$ cat src/rtl/dcache_mshr_alloc_arbiter.sv
// MSHR allocator: round-robin grant of one new entry per cycle, plus busy/address tracking and release.
// Latency: ack/id/merged are combinational; busy, addresses, full and busyCount follow one edge later.
// Backpressure: a request that is not acked (lost RR, table full, or stalled on a match) must hold until acked.
// Optional same-cycle merge onto a busy entry: define RSD_DCACHE_MSHR_MERGE_EN.
module dcache_mshr_alloc_arbiter #(
    parameter int MSHR_NUM        = 2,
    parameter int LINE_ADDR_WIDTH = 29,
    parameter int REQ_NUM         = 2,
    localparam int ID_W  = (MSHR_NUM > 1) ? $clog2(MSHR_NUM) : 1,
    localparam int RR_W  = (REQ_NUM > 1) ? $clog2(REQ_NUM) : 1,
    localparam int CNT_W = $clog2(MSHR_NUM) + 1
) (
    input  logic                                clk,
    input  logic                                rst_n,
    input  logic [REQ_NUM-1:0]                  reqValid,
    input  logic [REQ_NUM*LINE_ADDR_WIDTH-1:0]  reqLineAddr,
    output logic [REQ_NUM-1:0]                  reqAck,
    output logic [REQ_NUM*ID_W-1:0]             reqMshrId,
    output logic [REQ_NUM-1:0]                  reqMerged,
    input  logic                                freeValid,
    input  logic [ID_W-1:0]                     freeId,
    output logic [MSHR_NUM-1:0]                 mshrBusy,
    output logic [MSHR_NUM*LINE_ADDR_WIDTH-1:0] mshrLineAddr,
    output logic                                full,
    output logic [CNT_W-1:0]                    busyCount,
    output logic                                errFree
);

    logic [MSHR_NUM-1:0]        busy_q;
    logic [LINE_ADDR_WIDTH-1:0] addr_q [MSHR_NUM];
    logic [RR_W-1:0]            rr_q;
    logic                       err_q;

    logic [MSHR_NUM-1:0]        rel_vec;
    logic [REQ_NUM-1:0]         any_match;
    logic [REQ_NUM-1:0]         cand;
    logic [ID_W-1:0]            free_id;
    logic                       has_free;
    logic                       win_found;
    int                         win_idx;
    logic                       alloc;
    logic [LINE_ADDR_WIDTH-1:0] win_addr;
    logic [RR_W-1:0]            next_rr;

    // An entry being released this cycle no longer counts as a match target.
    always_comb begin
        rel_vec = '0;
        for (int e = 0; e < MSHR_NUM; e++) begin
            rel_vec[e] = freeValid && (freeId == ID_W'(e));
        end
    end

    always_comb begin
        any_match = '0;
        for (int r = 0; r < REQ_NUM; r++) begin
            for (int e = 0; e < MSHR_NUM; e++) begin
                if (busy_q[e] && !rel_vec[e] &&
                    addr_q[e] == reqLineAddr[r*LINE_ADDR_WIDTH +: LINE_ADDR_WIDTH]) begin
                    any_match[r] = 1'b1;
                end
            end
        end
        cand = reqValid & ~any_match;
    end

`ifdef RSD_DCACHE_MSHR_MERGE_EN
    logic [ID_W-1:0] match_id [REQ_NUM];

    always_comb begin
        for (int r = 0; r < REQ_NUM; r++) begin
            match_id[r] = '0;
            for (int e = MSHR_NUM - 1; e >= 0; e--) begin
                if (busy_q[e] && !rel_vec[e] &&
                    addr_q[e] == reqLineAddr[r*LINE_ADDR_WIDTH +: LINE_ADDR_WIDTH]) begin
                    match_id[r] = ID_W'(e);
                end
            end
        end
    end
`endif

    // Freed entries only become allocatable next cycle, so use registered busy.
    always_comb begin
        free_id  = '0;
        has_free = ~(&busy_q);
        for (int e = MSHR_NUM - 1; e >= 0; e--) begin
            if (!busy_q[e]) free_id = ID_W'(e);
        end
    end

    always_comb begin
        win_found = 1'b0;
        win_idx   = 0;
        for (int i = 0; i < REQ_NUM; i++) begin
            if (!win_found && cand[(int'(rr_q) + i) % REQ_NUM]) begin
                win_found = 1'b1;
                win_idx   = (int'(rr_q) + i) % REQ_NUM;
            end
        end
        alloc    = rst_n && win_found && has_free;
        win_addr = reqLineAddr[win_idx*LINE_ADDR_WIDTH +: LINE_ADDR_WIDTH];
        next_rr  = RR_W'((win_idx + 1) % REQ_NUM);
    end

    always_comb begin
        reqAck    = '0;
        reqMshrId = '0;
        reqMerged = '0;
        for (int r = 0; r < REQ_NUM; r++) begin
            if (alloc && win_idx == r) begin
                reqAck[r]                = 1'b1;
                reqMshrId[r*ID_W +: ID_W] = free_id;
            end
`ifdef RSD_DCACHE_MSHR_MERGE_EN
            else if (rst_n && reqValid[r] && any_match[r]) begin
                reqAck[r]                = 1'b1;
                reqMshrId[r*ID_W +: ID_W] = match_id[r];
                reqMerged[r]             = 1'b1;
            end
`endif
        end
    end

    always_ff @(posedge clk or negedge rst_n) begin
        if (!rst_n) begin
            busy_q <= '0;
            rr_q   <= '0;
            err_q  <= 1'b0;
            for (int e = 0; e < MSHR_NUM; e++) begin
                addr_q[e] <= '0;
            end
        end else begin
            for (int e = 0; e < MSHR_NUM; e++) begin
                if (alloc && free_id == ID_W'(e)) begin
                    busy_q[e] <= 1'b1;
                    addr_q[e] <= win_addr;
                end else if (rel_vec[e]) begin
                    busy_q[e] <= 1'b0;
                end
            end
            if (freeValid && (rel_vec & busy_q) == '0) begin
                err_q <= 1'b1;
            end
            if (alloc) begin
                rr_q <= next_rr;
            end
        end
    end

    always_comb begin
        busyCount = '0;
        for (int e = 0; e < MSHR_NUM; e++) begin
            busyCount = busyCount + CNT_W'(busy_q[e]);
        end
    end

    for (genvar e = 0; e < MSHR_NUM; e++) begin : g_addr_out
        assign mshrLineAddr[e*LINE_ADDR_WIDTH +: LINE_ADDR_WIDTH] = addr_q[e];
    end

    assign mshrBusy = busy_q;
    assign full     = &busy_q;
    assign errFree  = err_q;

endmodule

$ cat config.mk
export PLATFORM = sky130hd
export DESIGN_NAME = dcache_mshr_alloc_arbiter
export DESIGN_NICKNAME = d
export VERILOG_FILES = /design/src/rtl/dcache_mshr_alloc_arbiter.sv
export SDC_FILE = /design/constraint.sdc
export NUM_CORES = 1
export LEC_CHECK = 0
export ABC_AREA = 1
export BUFFER_PORTS_ARGS = -buffer_cell sky130_fd_sc_hd__buf_2
export CAP_MARGIN = 25
export CORE_ASPECT_RATIO = 0.6
export CORE_UTILIZATION = 49
export CTS_CLUSTER_SIZE = 24
export DETAILED_ROUTE_END_ITERATION = 16
export HOLD_SLACK_MARGIN = 0.02
export PLACE_DENSITY_LB_ADDON = 0.08
export SYNTH_ARGS = -nofsm -noshare
export SYNTH_HDL_FRONTEND = slang
export SYNTH_SLANG_ARGS = --single-unit
$ cat constraint.sdc
create_clock -name clk -period 1.65 [get_ports clk]
set_clock_uncertainty 0.05 [all_clocks]
set_input_delay 0.33 -clock clk [delete_from_list [all_inputs] [get_ports clk]]
set_output_delay 0.33 -clock clk [all_outputs]
set_load 0.05 [all_outputs]
# Word level (Yosys, flattened, before mapping)
# Index checks and enable logic that the tools add are counted.
# word_totals
register_bits,62
inputBits,64
output_inout_bits,70
wordCells,72
# classes
mux,23
reduce_logical,24
bitwise_logic,7
shifts,1
eq_ne,5
n_lt_le_gt_ge,2
n_addsub,3
n_mul,1
# ops
op,count
$eq A29 B29 Y1,4
$shiftx A58 B32 Y29,1
$eq A32 B2 Y1 const B,1
$logic_not A32 Y1,1
$mul A32 B6 Y32 const B,1
$mux W32,1
$mux W1,22
$logic_and A1 B1 Y1,16
$and A2 B2 Y2,2
$reduce_bool A2 Y1,2
$logic_not A1 Y1,3
$lt A2 B3 Y1 const B,1
$not A1 Y1,3
$add A1 B1 Y1 const B,2
$add A1 B1 Y2,1
$logic_not A2 Y1,1
$lt A1 B2 Y1 const B,1
$not A2 Y2,1
$reduce_and A2 Y1,1
$and A1 B1 Y1 const A,1

# Depth between registers and ports, before layout
# logic_depth
depth_word,19
mapped_depth,17
mapped_depth_nobuf,15

# Worst setup path after synthesis
# Ideal clock, no wire load.
# synth_timing
kind,register to output
start,reg addr_q (netlist bit mshrLineAddr[7])
end,out reqAck[1]
path_stages_with_launch,13
arrival_time_ps,2367
setup_slack_ps,-1097
path_buffers,1
cell_sequence,dfrtp_1 > inv_1 > or2_1 > nand2_1 > nor2_1 > nand3_1 > nor2_1 > nand2_1 > nand2_1 > nor2_2 > nand2_2 > buf_4 > nor2_1
# synth_between
elab_chain_cells,16
# synth_lines
item,line,source
start: declaration,30,logic [LINE_ADDR_WIDTH-1:0] addr_q [MSHR_NUM];
start signal: indexed assignment,136,addr_q[e] <= win_addr;
$eq A29 B29 Y1,58,addr_q[e] == reqLineAddr[r*LINE_ADDR_WIDTH +: LINE_ADDR_WIDTH]) begin
$logic_and A1 B1 Y1,57,if (busy_q[e] && !rel_vec[e] &&
$mux W1 (2 in series),57,
$not A2 Y2 (*),63,cand = reqValid & ~any_match;
$and A2 B2 Y2 (*),63,
branches (longest 8 deep; another with $mux W32),-,
$logic_and A1 B1 Y1 (*),110,if (alloc && win_idx == r) begin
$mux W1 (*),110,
end: declaration,17,"output logic [REQ_NUM-1:0] reqAck,"
# Every way passes the cells marked *. The select of a mux whose other input is x is not followed.

# Final worst setup path
# layout_timing
start,reg addr_q (netlist bit mshrLineAddr[2])
end,out reqMshrId[1]
# layout_between
elab_chain_cells,16
# layout_lines
item,line,source
$eq A29 B29 Y1,58,
$logic_and A1 B1 Y1,57,
$mux W1 (2 in series),57,
$not A2 Y2 (*),63,
$and A2 B2 Y2 (*),63,
branches (longest 8 deep; another with $mux W32),-,
$logic_and A1 B1 Y1 (*),110,
$mux W1 (*),110,
end: declaration,18,"output logic [REQ_NUM*ID_W-1:0] reqMshrId,"
# Marks and branches as above.

==> qor.csv <==
stage,metric,value,unit
outcome,status,"complete, but fails checks",
outcome,failing checks,negative setup slack,
synth,register area share after synthesis,30.5,%
critical_path,WS Path Type,reg -> out,
cells_and_area,Filler cells,758,
detailed_routing,DR vias,6386,
detailed_routing,Routed WL,21400,µm
timing,Final min period,2630,ps
synth,number of synthesized flops with an enable pin,0,
synth,Syn Std Cell Area,5090,µm²
clocking,hold buffer count at CTS,0,
detailed_routing,wire length per cell,17.7,µm
power,total power,15.5,mW
power,combinational group share of total power,66.3,%
clocking,clk sink count,62,
cells_and_area,area of the multi-input gates,3420,µm²
clocking,TritonCTS clock tree,yes,
timing,final worst-path cycle share,159,%
critical_path,Critical Path Start,mshrLineAddr[2],
synth,Async SR Flop Fraction,100,%
synth,Synth Flop Type,dfrtp_1,
synth,number of synthesized register bits,62,
timing,Slew Limit Fails,0,
cells_and_area,NumNets Final,1132,
power,Switch Pwr,8.22,mW
critical_path,worst path arrival time,2250,ps
clocking,Root Buffer,clkbuf_16,
detailed_routing,Vias/cell,5.30,
clocking,number of buffers created by CTS,9,
synth,Synth area leaders,"nand2_1 31%, dfrtp_1 30%, xnor2_1 10%, nor2_1 5.9%, inv_1 5.8%",
synth,"count leader, synth",nand2_1,
detailed_routing,"antenna viol nets, final",0,
synth,most common library cells after synthesis,"416 x nand2_1, 80 x nor2_1, 79 x inv_1",
placement,Placed Cells,1174,
synth,Post-Syn Instances,834,
global_routing,Global Route Usage Sum,38.6,%
hold_path,worst hold path type,in -> reg,
cells_and_area,Reg area,1630,µm²
detailed_routing,Iter 0 DRT Violations,665,
synth,Synth top area share,30.7,%
timing,RSZ-0062 raised after global routing,yes,
cells_and_area,fraction of layout cells with a size suffix above 1,36.3,%
placement,post-placement setup slack,-712,ps
die,IO Pins,134,
power,Lkg Pwr,4.17,nW
synth,synth warn,0,
die,row count,28,
detailed_routing,drt first pass iters,7,
critical_path,Reg-to-Reg Start,mshrLineAddr[2],
cells_and_area,Util after Layout,76.1,%
cells_and_area,# diodes,0,
die,initial core utilization,51.0,%
global_routing,gr ovfl total,0,
global_routing,vias in the first global route,5854,
clocking,H-tree depth,3,
die,Die Area,10800,µm²
clocking,Clock transition at path regs,60,ps
cells_and_area,Layout area overhead,49.3,%
timing,max-slew headroom at the worst pin,41.8,%
power,maximum VDD drop,1.94,mV
timing,Fin Hold WS,246,ps
timing,fmax,381,MHz
critical_path,"critical path fanouts, max",5,
critical_path,CP Capture Point,reqMshrId[1],
die,Die Y,80.9,µm
timing,Slew @ Worst Pin,873,ps
global_routing,largest net degree at the start of global routing,63,
placement,GP Congestion,0.974,
synth,number of distinct library cells after synthesis,29,
critical_path,nature of the critical path startpoint,register,
run,maxcap violations,0,
power,sequential share of power,21.4,%
die,Placeable Area,9980,µm²
die,die width,134,µm
critical_path,cell depth of the worst flop-to-flop path,14,
timing,slack of the critical path,-978,ps
synth,largest area contributor in the netlist,nand2_1,
timing,Final Hold Fails,0,
placement,dpl hpwl,14900,µm
clocking,Clock Path Buffers,2,
power,switching part of the total,53.0,%
synth,syn avg cell area,6.10,µm²
critical_path,crit path capture type,output pin,
clocking,Worst-Skew Late Latency,340,ps
global_routing,antenna violations before repair,0,
critical_path,Critical R2R Capture,mshrLineAddr[48],
power,P per Cell Area,2040,nW/µm²
placement,I/O Buffers,131,
power,Clock power frac,12.2,%
power,internal power,7.28,mW
global_routing,global-route wire length before repair,31200,µm
cells_and_area,fin cells,1206,
detailed_routing,Post-route DRC,0,
critical_path,Reg2Reg Setup Slack,-720,ps
critical_path,Critical Path RT,1270,ps
timing,Setup-failing EPs final,69,
## registers in the layout, summed over array words and instances, names as in the netlist
signal        count
mshrLineAddr     58
mshrBusy          2
errFree           1
rr_q              1
## power groups by stage
stage | Clock, mW | Sequential [mW] | Combinational [mW]
6_report | 1.89 | 3.32 | 10.3
5_1_grt | 1.92 | 3.42 | 10.9
4_1_cts | 1.88 | 3.27 | 9.71
3_5_place_dp | 0 | 3.23 | 9.11
3_3_place_gp | 0 | 3.18 | 9.02
2_1_floorplan | 0 | 5.49 | 3.57
## repair_timing
action,in CTS,in global routing
gates resized for setup,64,28
endpoints found under the setup margin,68,69
gates cloned,0,3
pin swaps,32,14
setup buffers,9,8
## kinds of logic (layout without fill, tap and decap cells)
group	count (synthesis)	count (layout)	synth area share (%)
simple gates	571	571	44.8
buf+inv	109	345	9.61
xor+xnor	78	78	13.4
flops	62	62	30.5
compound gates	11	11	1.16
fa+ha+maj	2	2	0.492
other cells	1	2	0.0737
## worst max-delay path, stage by stage, from the launching register on
cell and delay [ps]:
dfrtp_2 430, xnor2_1 300, nand2_1 100, nor2_1 130, nand2_1 80, nor2_1 110, nand2_1 100, nand4_1 180
nand2_4 130, nor2_4 180, buf_8 170
## how the worst min path moves through the flow
stage / end / cells after the start / start / slack (ps)
final: errFree / 3 / freeValid / 250
after global routing: errFree / 3 / freeValid / 260
after CTS: errFree / 4 / freeId / 230
after detailed placement: errFree / 2 / errFree / 400
after global placement: errFree / 2 / errFree / 400
after floorplan: errFree / 0 / rst_n / -20
## stage by stage
step                      instance area, µm²  TNS (ps)
after CTS                               7400    -33210
after global routing                    7600    -47060
final                                   7600    -43790
after floorplan                         5340    -14530
after detailed placement                6760    -39780
after global placement                  6760    -39040
## layout make-up
| cell class | instances | share of cell area (%) |
|---|---|---|
| Clock buffer | 15 | 3.66 |
| Multi-Input combinational cell | 664 | 45.1 |
| Inverter | 84 | 4.18 |
| Tap cell | 135 | 2.22 |
| Timing Repair Buffer | 245 | 23.4 |
| Sequential cell | 62 | 21.4 |
| Clock inverter | 1 | 0.0659 |
## layer usage
layer / up-vias / track usage [%] / part of all wire, %
met1: 2948 / 56.0 / 43
met2: 427 / 57.0 / 42
met3: 53 / 8.68 / 13
met4: 0 / 10.9 / 1.9
li1: 2958 / - / -
met5: - / 0 / 0
## placed cells by master (no fill, tap or decap), drive strengths merged
cell,instances
clkbuf,17
a21oi,3
nor3,2
nand3,48
nand3b,4
xnor2,61
buf,243
ha,2
nor2b,3
o21ai,8
clkinv,2
nand4,6
inv,83
nor2,82
nand2,419
conb,2
dfrtp,62
and2,1
or2,6
xor2,17
Power figures use the tool's default switching activity.
